<file path="config.mk">
export PLATFORM = sky130hd
export DESIGN_NAME = panel_led_sequencer
export DESIGN_NICKNAME = d
export VERILOG_FILES = /design/src/rtl/panel_pkg.sv /design/src/rtl/led_prescaler.sv /design/src/rtl/panel_led_sequencer.sv
export SDC_FILE = /design/constraint.sdc
export NUM_CORES = 1
export LEC_CHECK = 0
export ABC_CLOCK_PERIOD_IN_PS = 2500
export CAP_MARGIN = 20
export CORE_ASPECT_RATIO = 1.25
export CORE_UTILIZATION = 30
export DETAILED_ROUTE_END_ITERATION = 10
export GPL_ROUTABILITY_DRIVEN = 0
export PLACE_DENSITY = 0.55
export SLEW_MARGIN = 20
export SYNTH_ARGS = -nofsm -noshare
export SYNTH_HDL_FRONTEND = slang
export SYNTH_SLANG_ARGS = --single-unit
</file>
<file path="constraint.sdc">
create_clock -name clk_sys -period 2.5 [get_ports clk_sys]
set_input_delay 0.5 -clock clk_sys [delete_from_list [all_inputs] [get_ports clk_sys]]
set_output_delay 0.5 -clock clk_sys [all_outputs]
set_load 0.02 [all_outputs]
</file>
<file path="src/rtl/panel_pkg.sv">
`default_nettype none
// +--------------------------------------------------------------------------+
// | panel_pkg                                                                |
// | Shared display-mode and bounce-direction encodings for the LED sequencer.|
// | Revision: 1.0                                                            |
// +--------------------------------------------------------------------------+
package panel_pkg;

    typedef enum logic [1:0] {
        LED_CHASE  = 2'd0,
        LED_BOUNCE = 2'd1,
        LED_FILL   = 2'd2,
        LED_HOLD   = 2'd3
    } led_mode_t;

    localparam logic DIR_UP   = 1'b0;
    localparam logic DIR_DOWN = 1'b1;

endpackage
`default_nettype wire

</file>
<file path="src/rtl/led_prescaler.sv">
`default_nettype none
// +--------------------------------------------------------------------------+
// | led_prescaler                                                            |
// | Programmable step-rate divider; tick pulses once every 'period' clocks.  |
// | Revision: 1.0                                                            |
// +--------------------------------------------------------------------------+
module led_prescaler #(
    parameter int PERIOD_W = 26
) (
    input  logic                clk_sys,
    input  logic                reset_n,
    input  logic                enable,
    input  logic                clear,
    input  logic [PERIOD_W-1:0] period,
    output logic                tick
);

    logic [PERIOD_W-1:0] r_cnt;
    logic                w_hit;

    // Periods 0 and 1 both collapse to a tick every clock; this also avoids period-1 underflow.
    assign w_hit = (period <= PERIOD_W'(1)) || (r_cnt >= (period - PERIOD_W'(1)));
    assign tick  = enable & w_hit;

    always_ff @(posedge clk_sys or negedge reset_n) begin
        if (!reset_n) begin
            r_cnt <= '0;
        end else if (!enable || clear || w_hit) begin
            r_cnt <= '0;
        end else begin
            r_cnt <= r_cnt + PERIOD_W'(1);
        end
    end

endmodule
`default_nettype wire

</file>
<file path="src/rtl/panel_led_sequencer.sv">
`default_nettype none
// +--------------------------------------------------------------------------+
// | panel_led_sequencer                                                      |
// | Front-panel LED pattern generator: chase, bounce, fill and hold modes.   |
// | Revision: 1.0                                                            |
// +--------------------------------------------------------------------------+
module panel_led_sequencer
    import panel_pkg::*;
#(
    parameter int NUM_LEDS = 44,
    parameter int PERIOD_W = 26
) (
    input  logic                clk_sys,
    input  logic                reset_n,
    input  logic                enable,
    input  logic [1:0]          mode,
    input  logic [PERIOD_W-1:0] period,
    input  logic                step,
    input  logic                load,
    input  logic [NUM_LEDS-1:0] load_pattern,
    output logic [NUM_LEDS-1:0] leds,
    output logic                wrap
);

    localparam logic [NUM_LEDS-1:0] c_LED_ONE = NUM_LEDS'(1);

    led_mode_t           w_mode;
    led_mode_t           r_mode;
    logic                w_change;
    logic                w_tick;
    logic                w_adv;
    logic [NUM_LEDS-1:0] r_leds;
    logic [NUM_LEDS-1:0] w_leds_nxt;
    logic [NUM_LEDS-1:0] w_shift;
    logic                r_dir;
    logic                w_dir_nxt;
    logic                r_wrap;
    logic                w_wrap_nxt;

    assign w_mode   = led_mode_t'(mode);
    assign w_change = (w_mode != r_mode);
    assign w_adv    = w_tick | step;

    led_prescaler #(
        .PERIOD_W (PERIOD_W)
    ) u_prescaler (
        .clk_sys (clk_sys),
        .reset_n (reset_n),
        .enable  (enable),
        .clear   (w_change),
        .period  (period),
        .tick    (w_tick)
    );

    always_comb begin
        w_leds_nxt = r_leds;
        w_dir_nxt  = r_dir;
        w_wrap_nxt = 1'b0;
        w_shift    = '0;
        if (w_change) begin
            case (w_mode)
                LED_CHASE:  w_leds_nxt = c_LED_ONE;
                LED_BOUNCE: begin
                    w_leds_nxt = c_LED_ONE;
                    w_dir_nxt  = DIR_UP;
                end
                LED_FILL:   w_leds_nxt = '0;
                default:    w_leds_nxt = r_leds;
            endcase
        end else if (load) begin
            w_leds_nxt = load_pattern;
        end else if (w_adv) begin
            case (r_mode)
                LED_CHASE: begin
                    w_leds_nxt = (r_leds == '0) ? c_LED_ONE
                                                : {r_leds[NUM_LEDS-2:0], r_leds[NUM_LEDS-1]};
                    w_wrap_nxt = r_leds[NUM_LEDS-1];
                end
                LED_BOUNCE: begin
                    w_shift = (r_dir == DIR_UP) ? (r_leds << 1) : (r_leds >> 1);
                    // An empty result (e.g. after loading zero) restarts the sweep from bit 0.
                    if (w_shift == '0) begin
                        w_leds_nxt = c_LED_ONE;
                        w_dir_nxt  = DIR_UP;
                        w_wrap_nxt = 1'b1;
                    end else begin
                        w_leds_nxt = w_shift;
                        if (r_dir == DIR_UP && w_shift[NUM_LEDS-1]) begin
                            w_dir_nxt = DIR_DOWN;
                        end else if (r_dir == DIR_DOWN && w_shift[0]) begin
                            w_dir_nxt  = DIR_UP;
                            w_wrap_nxt = 1'b1;
                        end
                    end
                end
                LED_FILL: begin
                    if (&r_leds) begin
                        w_leds_nxt = '0;
                        w_wrap_nxt = 1'b1;
                    end else begin
                        w_leds_nxt = {r_leds[NUM_LEDS-2:0], 1'b1};
                    end
                end
                default: w_leds_nxt = r_leds;
            endcase
        end
    end

    always_ff @(posedge clk_sys or negedge reset_n) begin
        if (!reset_n) begin
            r_mode <= LED_CHASE;
            r_leds <= c_LED_ONE;
            r_dir  <= DIR_UP;
            r_wrap <= 1'b0;
        end else begin
            r_mode <= w_mode;
            r_leds <= w_leds_nxt;
            r_dir  <= w_dir_nxt;
            r_wrap <= w_wrap_nxt;
        end
    end

    assign leds = r_leds;
    assign wrap = r_wrap;

endmodule
`default_nettype wire

</file>
==> results by group, run 1 <==
Yosys
  • Most frequent cell after synthesis: dfrtp_1
  • Synth top area share: approximately 34%
  • Syn_nets: between 700 and 800
  • Post-Syn Area: ~5300 um^2
  • YS warnings: 0
  • Async SR Flop Fraction: 100%
  • Post-synth top cells: dfrtp_1 (73), nand2_1 (62), nor2_1 (52)
  • Number of flops mapped to enable cells by yosys: 0
  • Sequential fraction of the synthesis area: about a third
  • Top_reg_cell synth: dfrtp_1
  • Ranking of synthesized cells by area: dfrtp_1 (34%), ha_1 (7.8%), a222oi_1 (7.0%)
  • Distinct cell type count after synthesis: between 50 and 60
  • Synth area leader: dfrtp_1
  • Syn_area_per_cell: approximately 8.6 um^2
  • Gate Count Post-Synth: a little over 600
  • FF+latch count, synth: 74

CTS
  • Hold-fix buffers, CTS: 0
  • Worst-Skew Late Latency: 0.33 ns
  • CTS HTree Levels: 3
  • Sink Count: between 70 and 80
  • Clock transition at the registers of the reported paths: ~0.060 ns
  • Clock Tree Root: clkbuf_16
  • CTS max path bufs: 2
  • CTS tree: yes
  • CTS buffer count: 9

Worst hold path
  • Min-Delay Path Class: in2async

Setup path
  • Worst Path Max Fanout: 6
  • CP endpoint: leds[24]
  • R2r endpoint: leds[30]
  • CP Launch Point: period[8]
  • RR Startpoint: leds[8]
  • Worst Path Required: 2.71 ns
  • Data arrival time of the worst path: about 3.7 ns
  • Reg2Reg Setup Slack: -0.31 ns
  • R2R depth: 8
  • Kind of critical path: in2reg
  • Critical path launch point type: primary input
  • Worst setup EP type: flip-flop

Timing
  • Crit path setup slack, layout: -0.980 ns
  • Unrepaired setup endpoints after global routing: yes
  • Fmax: 287 MHz
  • Clock skew: 0.00880 ns
  • Final hold viol count: 0
  • Final Max Tran Viols: 0
  • Endpoints failing setup: 72
  • Rel. slew slack: roughly two thirds
  • Period utilisation layout: 139%
  • Setup TNS: -66.09 ns
  • Fin crit period: 3.48 ns
  • Tightest Pin Transition: ~0.48 ns

Route
  • DR pass1 iterations: 9
  • DRC violations left: 0
  • WL/cell: roughly 19 um
  • Routed vias: between 6000 and 7000
  • Routed Antenna Nets: 0
  • Iter 0 DRT Violations: between 500 and 600
  • Via-to-Cell Ratio: roughly 5.5
  • DRT Wirelength: around 21000 um

Flow run
  • Maxcap violations: 0

Finish
  • Final Util: roughly half
  • Antenna diodes: 0
  • Number of fill cells in the layout: about 1700
  • Area growth, synth to finish: 62.6%
  • Layout cells sized above 1: between 20 and 30%
  • Finished Cell Area: around 8600 um^2
  • Nets: 979

Status
  • Status: complete, but fails checks
  • Failing checks: negative setup slack

Die
  • Initial Util: slightly above 30%
  • Top-level port count: 122
  • Std cell rows: 54
  • Die Wd: approximately 120 um
  • Die height: between 150 and 200 um
  • Core box area: ~17000 um^2
  • Die footprint: 18300 um^2

Pwr
  • Sequential Power Share: between 30% and 40%
  • Peak supply drop: approximately 0.41 mV
  • Tot Pwr: 4.07 mW
  • Switching Share: around 30%
  • Clk pwr share: a little over a third
  • Net Sw Power: roughly 1.2 mW
  • Leak Pwr: about 3.6 nW
  • Combinational power share: between 30% and 40%
  • Power Density: 471 nW/um^2
  • Internal power: approximately 2.8 mW

Global route
  • First-pass GRT wire length: 32600 um
  • Grt ovf: 0
  • Number of global-route vias before repair: around 6200
  • Pin count of the biggest net entering global routing: between 40 and 50
  • GRT Util Overall: 23.0%
  • Antenna violations before repair: 1

Placement
  • Port bufs: roughly 120
  • Placed cell area: 7780 um^2
  • DPL Wire Length: around 15000 um
registers in the layout, indices dropped and copies added (netlist names):
name               cells
wrap                   1
r_mode                 2
leds                  44
r_dir                  1
u_prescaler.r_cnt     26
how the worst min path moves through the flow:
stage                     cells past startpoint                    end    start
after floorplan                               0               leds[10]  reset_n
after global placement                        1                  r_dir  reset_n
after detailed placement                      1                  r_dir  reset_n
after CTS                                     1  u_prescaler.r_cnt[23]  reset_n
after global routing                          1  u_prescaler.r_cnt[23]  reset_n
final                                         1  u_prescaler.r_cnt[17]  reset_n
power groups by stage:
stage                     combinational [mW]  clock, mW  sequential, mW
after global placement                  1.13          0            1.35
after global routing                    1.37       1.54            1.33
final                                   1.29       1.46            1.33
after CTS                               1.20       1.48            1.33
after floorplan                        0.412          0            1.43
after detailed placement                1.14          0            1.35
stage by stage:
stage	worst slack (ns)	hold WS, ns	instances
4_1_cts	-0.937	0.0707	1089
2_1_floorplan	-1.15	0.204	618
3_5_place_dp	-1.71	0.420	1065
5_1_grt	-1.14	0.0783	1098
3_3_place_gp	-1.67	0.423	1065
6_report	-0.980	0.0702	1098
placed cells by master (no fill, tap or decap), types with 4 or more instances in the layout:
cell type | synthesis | final
nor3_1 | 20 | 15
inv_1 | 28 | 28
a221oi_1 | 6 | 4
nand2_1 | 62 | 46
dlygate4sd2_1 | 0 | 11
dfrtp_1 | 73 | 73
o21ai_1 | 19 | 26
o21ai_2 | 0 | 13
nand4_1 | 19 | 19
nor2_1 | 52 | 48
ha_1 | 33 | 33
xnor2_1 | 28 | 27
nand2b_1 | 5 | 4
or3_1 | 5 | 5
nor4_4 | 0 | 4
buf_12 | 0 | 8
nand2_2 | 0 | 13
o21ai_0 | 45 | 25
nor4_1 | 15 | 9
a222oi_1 | 37 | 37
xor2_1 | 16 | 16
nor3_2 | 0 | 4
nand3_1 | 30 | 29
and3_1 | 7 | 7
clkdlybuf4s50_1 | 0 | 103
buf_4 | 0 | 132
and4_1 | 7 | 5
clkbuf_16 | 0 | 12
a21oi_1 | 19 | 17
nand4b_1 | 4 | 4
buf_6 | 6 | 9
critical path, stage by stage:
cell       delay (ns)
buf_6            0.09
or4_4            0.55
nor3_4           0.25
nand2b_4         0.07
or2_4            0.28
buf_6            0.13
nor2_4           0.11
xnor2_2          0.08
ha_1             0.27
and4_4           0.22
nand4_1          0.08
o21ba_4          0.25
a21oi_4          0.08
a31o_4           0.30
buf_12           0.15
clkbuf_16        0.15
nand2_2          0.07
o21ai_2          0.04
routing by layer:
layer  track usage [%]  up-vias  routed length (um)
met2              41.3      278               10400
met1              26.4     2867                7940
met3              3.61       62                1330
met4              11.3        2                 946
met5                 0        -                   8
li1                  -     2860                   -
cells by family after synthesis:
family          after synthesis  share of synthesized area [%]
flops                        74                           34.9
xor+xnor                     44                           7.25
fa+ha+maj                    33                           7.77
compound gates              164                           22.0
mux                           1                          0.212
simple gates                241                           22.7
buf+inv                      61                           5.18
final cells by class:
class	instances	area (um^2)	share of cell area [%]
Timing Repair Buffer	272	2520	29.2
Clock inverter	4	72.6	0.840
Multi-Input combinational cell	484	3540	41.0
Clock buffer	12	267	3.08
Sequential cell	74	1850	21.4
Tap cell	224	280	3.24
Inverter	28	105	1.22
what timing repair did:
item                       CTS  global route
pin swaps                   16            18
setup endpoints to repair   72            72
gates cloned                 2             3
resized for setup           62            43
buffers inserted             6             6
Note: power is estimated with default switching activity, not from simulation.
==> run 2, diff against run 1 <==
CTS_CLUSTER_DIAMETER = 200   (was unset)
REMOVE_ABC_BUFFERS = 1   (was unset)
==> run 2 against run 1 <==
  * The flow still finishes with violations (negative setup slack)
  * Combinational power up 8%
  * Clock power fell by 12%
  * Die area is the same
  * Critical endpoint is now leds[39]
  * Register-to-register slack got worse by 0.17 ns
  * Largest power group is now combinational logic
  * Clock-buffer cell count is 1 lower
  * Routed wire length increased by 1.8%
==> results by group, run 2 (synthesized netlist as in run 1, its figures left out) <==
Finish
  • Layout cells sized above 1: 31.8% (+4.3 points)
  • Most frequent cells in the layout: buf_4 (150), clkdlybuf4s50_1 (103), dfrtp_1 (73)
  • Antenna diodes: 0 (unchanged)
  • Finished Cell Area: 8930 um^2 (+3.3%)
  • Area growth, synth to finish: 67.9%
  • Nets: 999 (+2.0%)
  • Commonest non-fill, non-tap cell in the layout: buf_4
  • Final Util: 51.4% (+1.6 points)
  • Largest register FFs: 44 (unchanged)

Route
  • DRC violations left: 0 (unchanged)
  • WL/cell: 18.7 um (about the same)
  • Via-to-Cell Ratio: 5.52 (-0.15%)
  • DRT Wirelength: 20900 um (+1.8%)
  • DR pass1 iterations: 8 (-1)
  • Routed Antenna Nets: 0 (unchanged)
  • Iter 0 DRT Violations: 445 (-13%)
  • Routed vias: 6170 (+1.7%)

Pwr
  • Power Density: 449 nW/um^2 (-4.7%)
  • Leak Pwr: 3.90 nW (+7.4%)
  • Peak supply drop: 0.354 mV (-14%)

Status
  • Failing checks: negative setup slack
  • Status: complete, but fails checks

Die
  • Die Wd: 121 um (unchanged)
  • Initial Util: 30.6% (unchanged)
  • Die footprint: 18300 um^2 (unchanged)
  • Die height: 151 um (unchanged)
  • Std cell rows: 54 (unchanged)
  • Top-level port count: 122 (unchanged)
  • Core box area: 17400 um^2 (unchanged)

Timing
  • Rel. slew slack: 66.2% (-2.1 points)
  • Crit path setup slack, layout: -1.06 ns (-0.0766 ns)
  • Fin crit period: 3.56 ns (+0.0766 ns)
  • Final hold viol count: 0 (unchanged)
  • Final Max Tran Viols: 0 (unchanged)
  • Endpoints failing setup: 72 (unchanged)
  • Fmax: 281 MHz (-2.2%)
  • Unrepaired setup endpoints after global routing: yes
  • Setup TNS: -70.12 ns (-4.04 ns)
  • Clock skew: 0.00535 ns (-0.00345 ns)
  • WHS: 0.0820 ns (+0.0118 ns)
  • Tightest Pin Transition: 0.507 ns (+0.0314 ns)
  • Period utilisation layout: 142% (+3.1 points)

CTS
  • Sink Count: 74 (unchanged)
  • Worst-Skew Late Latency: 0.34 ns (about the same)
  • CTS buffer count: 9 (unchanged)
  • CTS max path bufs: 2 (unchanged)
  • Clock Tree Root: clkbuf_16
  • CTS HTree Levels: 3 (unchanged)
  • CTS tree: yes
  • Hold-fix buffers, CTS: 0 (unchanged)
  • Clock transition at the registers of the reported paths: 0.06 ns (about the same)

Global route
  • Antenna violations before repair: 0 (-1)
  • GRT Util Overall: 23.3% (+0.36 points)
  • Number of global-route vias before repair: 6395 (+2.7%)
  • Grt ovf: 0 (unchanged)
  • First-pass GRT wire length: 33000 um (+1.2%)
  • Pin count of the biggest net entering global routing: 48 (+14%)

Setup path
  • Worst Path Buf+Inv: 18 (+14)
  • Kind of critical path: in2reg
  • CP max stage delay: 0.56 ns (about the same)
  • Worst Path Required: 2.72 ns (about the same)
  • Worst setup EP type: flip-flop
  • Most used cell, CP: buf_4
  • CP delay by family, top: buffers and inverters
  • Data arrival time of the worst path: 3.78 ns (+0.09 ns)
  • Worst path cell trace: buf_6 -> or4_4 -> nor3_4 -> buf_4 -> buf_4 -> buf_4 -> buf_4 -> buf_4 -> buf_4 -> buf_4 -> buf_4 -> buf_4 -> buf_4 -> buf_4 -> buf_4 -> buf_4 -> buf_4 -> buf_4 -> nand4_1 -> o211a_1 -> a31o_4 -> buf_6 -> buf_16 -> a32o_1
  • Critical path launch point type: primary input
  • Worst Path Max Fanout: 5 (-1)
  • Slowest cell on crit path: or4_4

Placement
  • DPL Wire Length: 15000 um (-0.68%)
  • Port bufs: 121 (unchanged)
  • Setup slack at placement: -2.01 ns (-0.307 ns)
  • Placed cell area: 7810 um^2 (+0.43%)

Worst hold path
  • Min-Delay Path Class: in2async

Flow run
  • Maxcap violations: 0 (unchanged)
[run 2: area by class of cell]
| class | count | area, um^2 |
|---|---|---|
| Timing Repair Buffer | 293 | 2730 |
| Multi-Input combinational cell | 483 | 3660 |
| Inverter | 28 | 105 |
| Sequential cell | 74 | 1850 |
| Fill cell | 1599 | 8440 |
| Tap cell | 224 | 280 |
| Clock buffer | 11 | 243 |
| Clock inverter | 5 | 53.8 |
[run 2: worst register-to-register path, delay by kind of cell, from the launching register on]
family / cells / cell delay [ns]
AND/OR/NAND/NOR: 2 / 0.54
buffers and inverters: 1 / 0.19
flip-flops: 1 / 0.42
AO/OA/AOI/OAI: 5 / 1.70
[run 2: through the flow]
step | power, mW | cells
4_1_cts | 3.95 | 1116
5_1_grt | 4.19 | 1118
3_3_place_gp | 2.52 | 1075
2_1_floorplan | 1.78 | 585
6_report | 4.01 | 1118
3_5_place_dp | 2.53 | 1075
[run 2: power by group]
part / switching (mW) / internal, mW
sequential: 0.0637 / 1.26
clock: 0.495 / 0.796
combinational: 0.696 / 0.696
[run 2: path summary, 6_finish.rpt]
kind,depth (start not counted),slack [ns],start,endpoint
min in group clk_sys,1,0.49,u_prescaler.r_cnt[0],u_prescaler.r_cnt[0]
min reg2reg,1,0.49,u_prescaler.r_cnt[0],u_prescaler.r_cnt[0]
max,24,-1.06,period[8],leds[39]
max reg2reg,8,-0.48,leds[6],leds[18]
max in group asynchronous,2,1.80,reset_n,leds[0]
min,1,0.08,reset_n,u_prescaler.r_cnt[4]
[run 2: timing repair]
action | in CTS | in global routing
gates cloned | 4 | 1
setup endpoints to repair | 72 | 72
setup buffers | 22 | 4
gates resized for setup | 107 | 70
pin swaps | 42 | 32
[run 2: metal layers]
| layer | global-route usage [%] | up-vias | routed length [um] |
|---|---|---|---|
| met5 | 0 | - | 0 |
| met4 | 10.1 | 0 | 644 |
| met3 | 4.07 | 40 | 1290 |
| met2 | 42.1 | 259 | 10800 |
| met1 | 26.9 | 2980 | 8230 |
| li1 | - | 2891 | - |
